[config.mk]
export PLATFORM = sky130hd
export DESIGN_NAME = fifo_burst_reader
export DESIGN_NICKNAME = d
export VERILOG_FILES = /design/src/rtl/fifo_burst_pkg.sv /design/src/rtl/fifo_burst_skid.sv /design/src/rtl/fifo_burst_reader.sv
export SDC_FILE = /design/constraint.sdc
export NUM_CORES = 1
export LEC_CHECK = 0
export BUFFER_PORTS_ARGS = -buffer_cell sky130_fd_sc_hd__buf_4
export CORE_ASPECT_RATIO = 1.2
export CORE_MARGIN = 2
export CORE_UTILIZATION = 35
export CTS_CLUSTER_SIZE = 30
export DETAILED_ROUTE_END_ITERATION = 6
export GPL_ROUTABILITY_DRIVEN = 0
export HOLD_SLACK_MARGIN = 0.08
export SYNTH_ARGS = -nofsm -noshare
export SYNTH_HDL_FRONTEND = slang
export SYNTH_HIERARCHICAL = 1
export SYNTH_SLANG_ARGS = --single-unit
[constraint.sdc]
create_clock -name clk -period 3.5 [get_ports clk]
set_input_delay 0 -clock clk [delete_from_list [all_inputs] [get_ports clk]]
set_output_delay 0 -clock clk [all_outputs]
set_load 0.01 [all_outputs]
[src/rtl/fifo_burst_pkg.sv]
// Shared types, widths and helpers for the FIFO burst reader.
// Optional build macro for the whole slice: FIFO_BURST_STATS_EN.
package fifo_burst_pkg;

    typedef enum logic {
        IDLE = 1'b0,
        READ = 1'b1
    } state_e;

    localparam int unsigned DEF_BURST_LEN = 32'd8;
    localparam int unsigned DEF_TIMEOUT   = 32'd16;

    // Widths for the default configuration; the top recomputes them from its own parameters.
    localparam int unsigned CNT_W = $clog2(DEF_BURST_LEN + 32'd1);
    localparam int unsigned TMR_W = (DEF_TIMEOUT == 32'd0) ? 32'd1 : $clog2(DEF_TIMEOUT + 32'd1);

    function automatic int unsigned cnt_width(input int unsigned burst);
        return $clog2(burst + 32'd1);
    endfunction

    function automatic int unsigned tmr_width(input int unsigned timeout);
        return (timeout == 32'd0) ? 32'd1 : $clog2(timeout + 32'd1);
    endfunction

    function automatic int unsigned min_count(input int unsigned count, input int unsigned burst);
        return (count < burst) ? count : burst;
    endfunction

endpackage

[src/rtl/fifo_burst_skid.sv]
// Two-entry valid/ready skid buffer holding FIFO read data until the stream accepts it.
module fifo_burst_skid
    import fifo_burst_pkg::*;
#(
    parameter int unsigned WIDTH = 8
) (
    input  logic             clk,
    input  logic             reset_n,
    input  logic             push_i,
    input  logic [WIDTH-1:0] push_data_i,
    input  logic             pop_i,
    output logic [WIDTH-1:0] head_o,
    output logic             valid_o,
    output logic [1:0]       occ_o
);

    logic [WIDTH-1:0] head_q, head_d;
    logic [WIDTH-1:0] tail_q, tail_d;
    logic [1:0]       occ_q, occ_d;
    logic             pop_s;

    assign pop_s   = pop_i && (occ_q != 2'd0);
    assign head_o  = head_q;
    assign valid_o = (occ_q != 2'd0);
    assign occ_o   = occ_q;

    // Next-state of the two entries; the tail shifts into the head on every pop.
    always_comb begin
        head_d = head_q;
        tail_d = tail_q;
        occ_d  = occ_q;
        case ({push_i, pop_s})
            2'b10: begin
                if (occ_q == 2'd0) begin
                    head_d = push_data_i;
                end else begin
                    tail_d = push_data_i;
                end
                occ_d = occ_q + 2'd1;
            end
            2'b01: begin
                head_d = tail_q;
                occ_d  = occ_q - 2'd1;
            end
            2'b11: begin
                if (occ_q == 2'd1) begin
                    head_d = push_data_i;
                end else begin
                    head_d = tail_q;
                    tail_d = push_data_i;
                end
            end
            default: begin
                occ_d = occ_q;
            end
        endcase
    end

    // Entry and occupancy registers.
    always_ff @(posedge clk or negedge reset_n) begin
        if (!reset_n) begin
            head_q <= '0;
            tail_q <= '0;
            occ_q  <= 2'd0;
        end else begin
            head_q <= head_d;
            tail_q <= tail_d;
            occ_q  <= occ_d;
        end
    end

endmodule

[src/rtl/fifo_burst_reader.sv]
// Drains a synchronous FIFO in bursts onto a valid/ready stream, flushing partial bursts on timeout.
// Optional build macro: FIFO_BURST_STATS_EN adds burst_cnt / partial_cnt completion counters.
module fifo_burst_reader
    import fifo_burst_pkg::*;
#(
    parameter int unsigned DEPTH         = 32,
    parameter int unsigned WIDTH         = 8,
    parameter int unsigned POINTER_WIDTH = $clog2(DEPTH),
    parameter int unsigned BURST_LEN     = 8,
    parameter int unsigned TIMEOUT       = 16
) (
    input  logic                   clk,
    input  logic                   reset_n,
    input  logic                   fifo_empty,
    input  logic [POINTER_WIDTH:0] fifo_count,
    input  logic [WIDTH-1:0]       fifo_rd_data,
    output logic                   fifo_read_en,
    output logic                   m_valid,
    input  logic                   m_ready,
    output logic [WIDTH-1:0]       m_data,
    output logic                   m_last,
    output logic                   busy
`ifdef FIFO_BURST_STATS_EN
    ,
    output logic [15:0]            burst_cnt,
    output logic [15:0]            partial_cnt
`endif
);

    // An out-of-range burst length is clamped to the FIFO depth.
    localparam int unsigned BURST_EFF = min_count(BURST_LEN, DEPTH);
    localparam int unsigned REM_W     = cnt_width(BURST_EFF);
    localparam int unsigned TIM_W     = tmr_width(TIMEOUT);

    localparam logic [POINTER_WIDTH:0] BURST_C   = (POINTER_WIDTH + 1)'(BURST_EFF);
    localparam logic [REM_W-1:0]       BURST_R   = REM_W'(BURST_EFF);
    localparam logic [TIM_W-1:0]       TIMEOUT_C = TIM_W'(TIMEOUT);

    state_e           state_q, state_d;
    logic [REM_W-1:0] issue_q, issue_d;
    logic [REM_W-1:0] send_q, send_d;
    logic [TIM_W-1:0] timer_q, timer_d;
    logic             inflight_q;

    logic [WIDTH-1:0] skid_head_s;
    logic             skid_valid_s;
    logic [1:0]       skid_occ_s;
    logic             hs_s;
    logic             last_s;
    logic             rd_s;
    logic [2:0]       pending_s;
    logic [REM_W-1:0] partial_len_s;

    assign hs_s          = skid_valid_s && m_ready;
    assign last_s        = skid_valid_s && (send_q == REM_W'(1));
    assign partial_len_s = REM_W'(min_count(32'(fifo_count), BURST_EFF));

    // A word popped this cycle frees its slot, so reads keep streaming at one per cycle.
    assign pending_s = 3'(skid_occ_s) - 3'(hs_s) + 3'(inflight_q);
    assign rd_s      = (state_q == READ) && (issue_q != '0) && !fifo_empty && (pending_s < 3'd2);

    assign fifo_read_en = rd_s;
    assign m_valid      = skid_valid_s;
    assign m_data       = skid_head_s;
    assign m_last       = last_s;
    assign busy         = (state_q == READ);

    fifo_burst_skid #(
        .WIDTH (WIDTH)
    ) u_skid (
        .clk         (clk),
        .reset_n     (reset_n),
        .push_i      (inflight_q),
        .push_data_i (fifo_rd_data),
        .pop_i       (hs_s),
        .head_o      (skid_head_s),
        .valid_o     (skid_valid_s),
        .occ_o       (skid_occ_s)
    );

    // Burst FSM next-state, idle timer and issue/send counters.
    always_comb begin
        state_d = state_q;
        issue_d = issue_q;
        send_d  = send_q;
        timer_d = timer_q;
        case (state_q)
            IDLE: begin
                if (fifo_count >= BURST_C) begin
                    state_d = READ;
                    issue_d = BURST_R;
                    send_d  = BURST_R;
                    timer_d = '0;
                end else if ((TIMEOUT != 32'd0) && (fifo_count != '0) && (timer_q == TIMEOUT_C)) begin
                    state_d = READ;
                    issue_d = partial_len_s;
                    send_d  = partial_len_s;
                    timer_d = '0;
                end else if (fifo_count == '0) begin
                    timer_d = '0;
                end else if (timer_q != TIMEOUT_C) begin
                    timer_d = timer_q + TIM_W'(1);
                end else begin
                    timer_d = timer_q;
                end
            end
            READ: begin
                timer_d = '0;
                if (rd_s) begin
                    issue_d = issue_q - REM_W'(1);
                end else begin
                    issue_d = issue_q;
                end
                if (hs_s) begin
                    send_d = send_q - REM_W'(1);
                    if (last_s) begin
                        state_d = IDLE;
                    end else begin
                        state_d = READ;
                    end
                end else begin
                    send_d = send_q;
                end
            end
            default: begin
                state_d = IDLE;
            end
        endcase
    end

    // Control registers; a read still in flight at reset is dropped with inflight_q.
    always_ff @(posedge clk or negedge reset_n) begin
        if (!reset_n) begin
            state_q    <= IDLE;
            issue_q    <= '0;
            send_q     <= '0;
            timer_q    <= '0;
            inflight_q <= 1'b0;
        end else begin
            state_q    <= state_d;
            issue_q    <= issue_d;
            send_q     <= send_d;
            timer_q    <= timer_d;
            inflight_q <= rd_s;
        end
    end

`ifdef FIFO_BURST_STATS_EN
    logic        partial_q;
    logic [15:0] burst_cnt_q;
    logic [15:0] partial_cnt_q;

    assign burst_cnt   = burst_cnt_q;
    assign partial_cnt = partial_cnt_q;

    // Remember how the current burst was started and count it when its last word leaves.
    always_ff @(posedge clk or negedge reset_n) begin
        if (!reset_n) begin
            partial_q     <= 1'b0;
            burst_cnt_q   <= 16'd0;
            partial_cnt_q <= 16'd0;
        end else begin
            if ((state_q == IDLE) && (state_d == READ)) begin
                partial_q <= (fifo_count < BURST_C);
            end else begin
                partial_q <= partial_q;
            end
            if (hs_s && last_s) begin
                if (partial_q) begin
                    partial_cnt_q <= partial_cnt_q + 16'd1;
                end else begin
                    burst_cnt_q <= burst_cnt_q + 16'd1;
                end
            end else begin
                burst_cnt_q <= burst_cnt_q;
            end
        end
    end
`endif

endmodule

=== Yosys cells after proc, flatten, opt, wreduce, memory -nomap -nowiden ===
Cells that the tools add are included.
Widths: inputs -> output; s select.

* Order comparisons: 3
* Equal/unequal tests: 14
* Bitwise operators: 1
* Reduce and logical (&&, ||, !) cells: 20
* Mux-type cells: 24
* $add $sub $neg: 7

{| class="wikitable"
|+ Operators with widths
! operator !! count
|-
| $mux 8 || 4
|-
| $pmux 8 s3 || 1
|-
| $mux 4 || 5
|-
| $mux 5 || 4
|-
| $pmux 4 s2 || 2
|-
| $pmux 8 s2 || 1
|-
| $ne 5x5->1 const B || 2
|-
| $pmux 5 s2 || 1
|-
| $sub 4x1->4 const B || 2
|-
| $logic_and 1x1->1 || 7
|-
| $ge 6x4->1 const B || 1
|-
| $logic_not 6->1 || 1
|-
| $lt 6x4->1 const B || 1
|-
| $ne 2x1->1 const B || 3
|-
| $reduce_and 2->1 || 3
|-
| $reduce_bool 2->1 || 3
|-
| $reduce_bool 6->1 || 1
|-
| $add 5x1->5 const B || 1
|-
| $eq 5x5->1 const B || 1
|-
| $eq 2x1->1 const B || 2
|-
| $eq 2x2->1 const B || 2
|-
| $eq 4x1->1 const B || 1
|-
| $mux 1 || 4
|-
| $ne 2x2->1 const B || 2
|-
| other kinds (14) || 14
|}

* Register bits: 33
* Word-level logic and storage cells: 77
* Output and inout port bits: 12

=== Longest topological paths before layout ===
Gate-level depths: netlist of run 1.

* Depth after elaboration: 8
* Depth in mapped cells: 14
* Gate-level depth less buffers: 14

=== Modules after synthesis ===
Netlist of run 1, hierarchy kept.

{| class="wikitable"
|+ Modules (own cells, without submodules)
! module !! area each (um^2) !! cells an instance !! instances !! sequential area each (um^2)
|-
| fifo_burst_skid || 983.4 || 89 || 1 || 450.4
|-
| fifo_burst_reader || 982.2 || 94 || 1 || 375.4
|}

=== Least setup slack after synthesis of run 1 ===
No wires, ideal clock.

* Kind: register to register
* Start: register u_skid.occ_q[1], in the netlist u_skid/occ_o[1]
* End: register issue_q[1]
* Path buffers: 0
* Cell stages (with the launch flop): 15
* Data required time: 3.375 ns
* Data arrival time: 2.771 ns
* Period minus slack after synthesis: 2.896 ns
* Path slack: 0.604 ns
* Path through: dfrtp_1 inv_1 ha_1 inv_1 nand2_1 inv_1 ha_1 nand2b_1 fa_1 xor2_1 nor3_2 o21ai_1 inv_2 nor2_4 mux2_4

* Longest elaborated chain between the ends: 8

{| class="wikitable"
|+ RTL lines
! element !! RTL line !! text
|-
| from (decl) || fifo_burst_skid.sv:19 || <nowiki>logic [1:0] occ_q, occ_d;</nowiki>
|-
| from (signal assigned) || fifo_burst_skid.sv:64 || <nowiki>occ_q <= 2'd0;</nowiki>
|-
| from (signal assigned) || fifo_burst_skid.sv:68 || <nowiki>occ_q <= occ_d;</nowiki>
|-
| $reduce_bool 2->1 || fifo_burst_skid.sv:24 || <nowiki>assign valid_o = (occ_q != 2'd0);</nowiki>
|-
| via m_valid || fifo_burst_reader.sv:18 || <nowiki>output logic m_valid,</nowiki>
|-
| $logic_and 1x1->1 || fifo_burst_reader.sv:54 || <nowiki>assign hs_s = skid_valid_s && m_ready;</nowiki>
|-
| via hs_s || fifo_burst_reader.sv:48 || <nowiki>logic hs_s;</nowiki>
|-
| $sub 2x1->3 || fifo_burst_reader.sv:59 || <nowiki>assign pending_s = 3'(skid_occ_s) - 3'(hs_s) + 3'(inflight_q);</nowiki>
|-
| $add 3x1->3 || fifo_burst_reader.sv:59 ||
|-
| $lt 3x2->1 || fifo_burst_reader.sv:60 || <nowiki>assign rd_s = (state_q == READ) && (issue_q != '0) && !fifo_empty && (pending_s < 3'd2);</nowiki>
|-
| $logic_and 1x1->1 || fifo_burst_reader.sv:60 ||
|-
| via fifo_read_en || fifo_burst_reader.sv:17 || <nowiki>output logic fifo_read_en,</nowiki>
|-
| $ne 2x1->1 (no source line) || n/a ||
|-
| $reduce_and 2->1 (no source line) || n/a ||
|-
| to (signal assigned) || fifo_burst_reader.sv:141 || <nowiki>issue_q <= issue_d;</nowiki>
|-
| to (decl) || fifo_burst_reader.sv:40 || <nowiki>logic [REM_W-1:0] issue_q, issue_d;</nowiki>
|}

The timed path passes the listed nets, and every way through them passes these cells.
A chain may end at the register's enable or synchronous reset.

=== Worst setup path in the final report of run 1 ===
* Start: register u_skid.occ_q[1], in the netlist u_skid/occ_o[1]
* End: register issue_q[2]

* Longest elaborated chain between the ends: 8

{| class="wikitable"
|+ RTL lines
! element !! RTL line
|-
| $reduce_bool 2->1 || fifo_burst_skid.sv:24
|-
| $logic_and 1x1->1 || fifo_burst_reader.sv:54
|-
| via hs_s || fifo_burst_reader.sv:48
|-
| $sub 2x1->3 || fifo_burst_reader.sv:59
|-
| $add 3x1->3 || fifo_burst_reader.sv:59
|-
| $lt 3x2->1 || fifo_burst_reader.sv:60
|-
| $logic_and 1x1->1 || fifo_burst_reader.sv:60
|-
| $ne 2x1->1 (no source line) || n/a
|-
| $reduce_and 2->1 (no source line) || n/a
|}

The timed path passes the listed nets, and every way through them passes these cells.

==> results of run 1 <==
==> power by group through the flow <==
stage / sequential (mW) / clock [mW] / combinational [mW]
after floorplan: 0.645 / 0 / 0.643
after global placement: 0.651 / 0 / 0.862
after detailed placement: 0.652 / 0 / 0.876
after CTS: 0.647 / 0.389 / 0.893
after global routing: 0.669 / 0.399 / 0.993
final: 0.647 / 0.373 / 0.881
==> cell type report <==
| class | count | area, sq um |
|---|---|---|
| clock buffer | 6 | 82.58 |
| clock inverter | 2 | 37.54 |
| fill | 523 | 2919 |
| inverter | 17 | 63.81 |
| multi-input combinational | 129 | 1046 |
| sequential | 33 | 825.8 |
| tap | 62 | 77.57 |
| timing repair buffer | 39 | 317.8 |
==> through the flow <==
stage	utilization [%]	setup WS [ns]	total power, mW	hold WS, ns
floorplan	-	0.6038	1.288	-0.2956
global placement	41.54	0.5348	1.513	-0.02331
detailed placement	41.54	0.4593	1.528	-0.02263
CTS	45.64	0.4408	1.929	0.1038
global route	45.64	0.1642	2.061	0.1103
finish	45.64	0.4349	1.901	0.1079
==> timing repair <==
action                     4_1_cts  5_1_grt
setup buffers                    0        0
setup endpoints to repair        0        0
hold endpoints to repair        49        0
hold buffers                    10        0
==> sequential cells by signal, indices dropped and copies added, names as in the netlist <==
signal / cells
inflight_q: 1
issue_q: 4
u_skid/occ_o: 2
busy: 1
u_skid/head_o: 8
u_skid/tail_q: 8
timer_q: 5
send_q: 4
==> per-layer routing <==
layer	global-route usage, %	up-vias
li1	-	726
met1	17.34	687
met2	24.02	19
met3	2.938	2
met4	5.051	0
met5	0	-
==> worst max-delay path: stages (launching register included) <==
cell and delay, ns:
dfrtp_1 0.43, inv_1 0.13, ha_1 0.25, inv_1 0.11, nand2_1 0.17, inv_1 0.09, ha_1 0.26, nand2b_1 0.15
fa_1 0.38, xor2_1 0.18, nor3_2 0.20, o21ai_1 0.16, inv_2 0.12, nor2_4 0.05, a211o_1 0.29
==> logic make-up after synthesis <==
family | count (synthesis) | synth area share, %
AOI/OAI and AO/OA | 38 | 13.50
xor gates and xnor gates | 7 | 3.119
adders and majority gates | 14 | 9.294
buffers and inverters | 21 | 4.774
DFF | 33 | 42.01
muxes | 14 | 10.12
and+or+nand+nor | 56 | 17.19
==> cell usage in the layout, fill, tap and decap left out, types with 2 or more instances in the layout <==
| cell type | netlist | layout |
|---|---|---|
| a21o_1 | 3 | 3 |
| a21oi_1 | 2 | 2 |
| a22oi_1 | 2 | 2 |
| a31oi_1 | 8 | 8 |
| buf_4 | 2 | 29 |
| clkbuf_8 | 0 | 6 |
| dfrtp_1 | 33 | 33 |
| dlygate4sd3_1 | 0 | 10 |
| ha_1 | 13 | 13 |
| inv_1 | 16 | 16 |
| mux2_2 | 3 | 3 |
| mux2_4 | 11 | 11 |
| nand2_1 | 9 | 9 |
| nand2b_1 | 5 | 5 |
| nand3_1 | 10 | 10 |
| nand3b_1 | 2 | 2 |
| nor2_1 | 14 | 14 |
| nor2_4 | 2 | 2 |
| nor2b_1 | 2 | 2 |
| nor3_1 | 3 | 3 |
| o21ai_0 | 12 | 12 |
| o21ai_1 | 2 | 2 |
| or3_4 | 2 | 2 |
| xnor2_1 | 4 | 4 |
| xor2_1 | 3 | 3 |
==> worst max path at each step <==
stage / from / endpoint / cells after the start
after floorplan: u_skid/occ_o[1]$_DFFE_PN0P_ / issue_q[1]$_DFFE_PN0P_ / 14
after global placement: u_skid/occ_o[1]$_DFFE_PN0P_ / issue_q[1]$_DFFE_PN0P_ / 14
after detailed placement: u_skid/occ_o[1]$_DFFE_PN0P_ / issue_q[1]$_DFFE_PN0P_ / 14
after CTS: u_skid/occ_o[1]$_DFFE_PN0P_ / issue_q[2]$_DFFE_PN0P_ / 14
after global routing: u_skid/occ_o[1]$_DFFE_PN0P_ / issue_q[2]$_DFFE_PN0P_ / 14
final: u_skid/occ_o[1]$_DFFE_PN0P_ / issue_q[2]$_DFFE_PN0P_ / 14
==> out/results.txt, run 1 <==
Die Y -> 86.10 um
# setup viols final -> 0
EDFF count, synth -> 0
Met3 Wirelength -> 107 um
initial DRC count -> 50
Max VDD drop -> 320.3 uV
Final #Nets -> 257
mapped cell area -> 0.001966 sq mm
Worst Path Required -> 3.66 ns
Overflow after GRT -> 0
Worst setup SP type -> flip-flop
WL final -> 4.003 mm
CP arrival -> 3.23 ns
Reg power frac -> 34.0%
internal power -> 1.229 mW
post_cts resized -> 0
Cell Pwr Density -> 775.4 mW/mm^2
Setup crit end kind -> flip-flop
Layout Cells excl Fill -> 288
row cnt -> 29
RSZ-0062 raised after global routing -> false
Slew headroom -> 59.38%
Synth Instances -> 183
Port Buffers -> 29
deepest clock path buffer count -> 2
Final Hold Fails -> 0
total CTS buffers -> 5
largest net degree at the start of global routing -> 34
Ports -> 30
H-tree Lvls -> 2
setup TNS -> 0 ns
routed len/inst -> 13.90 um
global-route wire length before repair -> 6.851 mm
placed cell areas -> 0.002231 sq mm
Die X -> 72.41 um
Yosys reg bits -> 33
Hold EP -> send_q[2]$_DFFE_PN0P_
HP Start -> fifo_count[2]
post-synth top area cell -> dfrtp_1
DRC Markers -> 0
clock latency at the later pin of the worst-skew pair -> 0.28 ns
worst reg2reg path endpoint -> issue_q[2]$_DFFE_PN0P_
clk root buf -> clkbuf_8
Tmin final -> 3.065 ns
share of the synthesized area in the top cell type -> 42.01%
synth top area cells -> dfrtp_1 (42%), mux2_4 (8.4%), ha_1 (8.3%), o21ai_0 (3.1%), inv_1 (3.1%)
Net Sw Power -> 671.4 uW
Die Area -> 0.006234 sq mm
initial antenna violation count -> 0
router iterations before antenna repair -> 4
kind of critical path -> reg2reg
initial core utilization -> 36.60%
Area growth syn-to-layout -> 24.70%
Max Cap Violations -> 0
CTS tree -> done
R2R cell count -> 14
final worst path period share -> 87.57%
DR vias/cell -> 4.979
worst r2r src -> u_skid/occ_o[1]$_DFFE_PN0P_
maximum clock rate -> 0.3263 GHz
register area share after synthesis -> 42.01%
Clk network pwr share -> 19.6%
ys flop type -> dfrtp_1
Detail Route met2 WL -> 2.009 mm
Diodes inserted -> 0
YS warnings -> 6
Async SR Flop Fraction -> 100.0%
CP Max Fanout -> 4
unique cell type count in the Yosys netlist -> 43
Min-Delay Path Depth -> 3
leakage power -> 1.095 nW
Avg Inst Size Synth -> 10.74 sq um
outcome -> completed
met1 wire length -> 1.844 mm
CTS clk-pin slew, worst paths -> 0.07 ns
gr usage total -> 14.04%
top cells by instance count after synthesis -> dfrtp_1 (33), inv_1 (16), nor2_1 (14)
placed insts -> 270
Clock Skews -> 0.005693 ns
post-route ant nets -> 0
Post-Synthesis Net Count -> 215
R2R setup slack -> 0.43 ns
Final Cell Area -> 0.002451 sq mm
Hold Path Class -> in2reg
Worst Tran Pin Value -> 0.6093 ns
clk sinks -> 33
vias in the first global route -> 1507
Post-DP HPWL -> 2.829 mm
fin. max-slew vios -> 0
most common cell in the netlist -> dfrtp_1
Gate power share -> 46.4%
highest metal used -> met4
switching share of total power -> 35.33%
fraction of layout cells with a size suffix above 1 -> 27.88%
via count -> 1434
Core Area -> 0.005370 sq mm
(Power assumes the default switching activity.)
==> run 2: changes to the inputs <==
--- a/config.mk
+++ b/config.mk
@@ -9,7 +9,6 @@
 export CORE_ASPECT_RATIO = 1.2
 export CORE_MARGIN = 2
 export CORE_UTILIZATION = 35
-export CTS_CLUSTER_SIZE = 30
 export DETAILED_ROUTE_END_ITERATION = 6
 export GPL_ROUTABILITY_DRIVEN = 0
 export HOLD_SLACK_MARGIN = 0.08
==> constraint.sdc (replaced) <==
create_clock -name clk -period 3.5 [get_ports clk]
set_input_delay 0.525 -clock clk [delete_from_list [all_inputs] [get_ports clk]]
set_output_delay 0.525 -clock clk [all_outputs]
set_load 0.01 [all_outputs]
==> run 2 against run 1 <==
Compared with the run above: power up 1.7%; hold slack gained 0.068 ns; design area decreased by 2.9%; clock-buffer cell count unchanged; die area is the same; flip-flop and latch count unchanged; via count is 0.21% lower; clock skew rose by 0.0063 ns; setup slack got worse by 0.23 ns; clock power grew 2%; critical path depth shrank 1; critical path type is now reg2out; critical endpoint is now fifo_read_en; largest cell class unchanged; largest power group unchanged; highest routed layer unchanged.
==> out/results.txt, run 2 (synthesis gave the netlist of run 1 again) <==
initial DRC count -> 77
Final Hold Fails -> 0
slowest stage delay, CP -> 0.44 ns
initial antenna violation count -> 0
Hold Buf Count CTS -> 0
Port Buffers -> 29
Cell Pwr Density -> 811.9 mW/mm^2
worst-path cell chain -> inv_2 -> ha_4 -> inv_1 -> nand2_2 -> inv_1 -> ha_1 -> nand2b_1 -> fa_1 -> xor2_1 -> nor3_2 -> o21ai_2 -> inv_2 -> buf_4
post-route ant nets -> 0
WL final -> 3.989 mm
critical path depth -> 13
global-route wire length before repair -> 6.720 mm
Area growth syn-to-layout -> 21.07%
overall power -> 1.932 mW
clk sinks -> 33
commonest non-fill, non-tap cells in the layout -> dfrtp_1 (31), buf_4 (30), inv_1 (14), nor2_1 (14)
final worst path period share -> 94.12%
WHS -> 0.1763 ns
Worst Path Required -> 2.97 ns
row cnt -> 29
Setup crit end kind -> primary output
CTS tree -> done
Fillers -> 523
clk root buf -> clkbuf_8
Die X -> 72.41 um
router iterations before antenna repair -> 4
Max VDD drop -> 359.8 uV
# setup viols final -> 0
Tmin final -> 3.294 ns
routed len/inst -> 14.30 um
clock latency at the later pin of the worst-skew pair -> 0.29 ns
fin. max-slew vios -> 0
Crit-path slowest cell -> dfrtp_2
vias in the first global route -> 1386
Slew headroom -> 60.48%
commonest non-fill, non-tap cell in the layout -> dfrtp_1
deepest clock path buffer count -> 2
Overflow after GRT -> 0
Clock Skews -> 0.01196 ns
CP Max Fanout -> 4
Die Area -> 0.006234 sq mm
CTS clk-pin slew, worst paths -> 0.07 ns
total CTS buffers -> 5
Max Cap Violations -> 0
Diodes inserted -> 0
outcome -> completed
via count -> 1431
Final #Nets -> 248
Worst path top cell family by delay -> adder cells
Post-DP HPWL -> 2.770 mm
largest net degree at the start of global routing -> 34
placed cell areas -> 0.002231 sq mm
Worst setup SP type -> flip-flop
worst r2r src -> u_skid/occ_o[1]$_DFFE_PN0P_
WP buf/inv -> 5
gr usage total -> 13.84%
H-tree Lvls -> 2
kind of critical path -> reg2out
fraction of layout cells with a size suffix above 1 -> 32.72%
initial core utilization -> 36.60%
maximum clock rate -> 0.3036 GHz
R2R cell count -> 14
CP arrival -> 2.77 ns
DRC Markers -> 0
leakage power -> 1.056 nW
Worst setup startpoint -> u_skid/occ_o[1]$_DFFE_PN0P_
Worst Tran Pin Value -> 0.5928 ns
DR vias/cell -> 5.129
Hold Path Class -> in2async
Die Y -> 86.10 um
Core Area -> 0.005370 sq mm
Ports -> 30
Final Cell Area -> 0.002380 sq mm
run 2: timing repair:
action                     in CTS  in global routing
pin swaps                       0                  1
hold endpoints to repair        0                  0
gates resized for setup         2                  6
setup endpoints to repair       1                  1
buffers inserted                0                  1
cloned                          0                  0
run 2: power by group:
| group | switching [mW] | leakage (nW) | internal (mW) |
|---|---|---|---|
| registers | 0.117 | 0.383 | 0.535 |
| logic | 0.416 | 0.615 | 0.484 |
| clock network | 0.149 | 0.0574 | 0.232 |
| total | 0.682 | 1.06 | 1.25 |
run 2: final cells by class:
cell class | instances | area, sq um | area share (%)
Multi-Input combinational cell | 129 | 1065 | 44.74
Sequential cell | 33 | 828.3 | 34.81
Clock inverter | 2 | 37.54 | 1.577
Timing Repair Buffer | 30 | 225.2 | 9.464
Clock buffer | 6 | 82.58 | 3.470
Tap cell | 62 | 77.57 | 3.260
Inverter | 17 | 63.81 | 2.681
run 2: worst paths after layout:
path                                                endpoint  slack [ns]
worst max register to register        issue_q[2]$_DFFE_PN0P_        0.68
worst min register to register        timer_q[0]$_DFFE_PN0P_        0.51
worst min-delay path            u_skid/head_o[0]$_DFFE_PN0P_        0.18
min in group clk                              busy$_DFF_PN0_        0.47
max in group asynchronous        u_skid/occ_o[0]$_DFFE_PN0P_        2.98
worst max-delay path                            fifo_read_en        0.21
run 2: through the flow:
step / std cells / setup TNS, ns / setup WS [ns] / utilization [%]
2_1_floorplan: 183 / 0 / 0.5396 / -
3_3_place_gp: 270 / 0 / 0.3411 / 41.54
3_5_place_dp: 270 / 0 / 0.2982 / 41.54
4_1_cts: 278 / 0 / 0.01518 / 43.90
5_1_grt: 279 / -0.01668 / -0.01668 / 44.32
6_report: 279 / 0 / 0.2060 / 44.32
run 2: routing by layer:
| layer | track usage, % | part of all wire [%] |
|---|---|---|
| met5 | 0 | 0 |
| met4 | 6.229 | 1.0 |
| met3 | 3.173 | 4.2 |
| met2 | 21.68 | 50 |
| met1 | 18.11 | 45 |
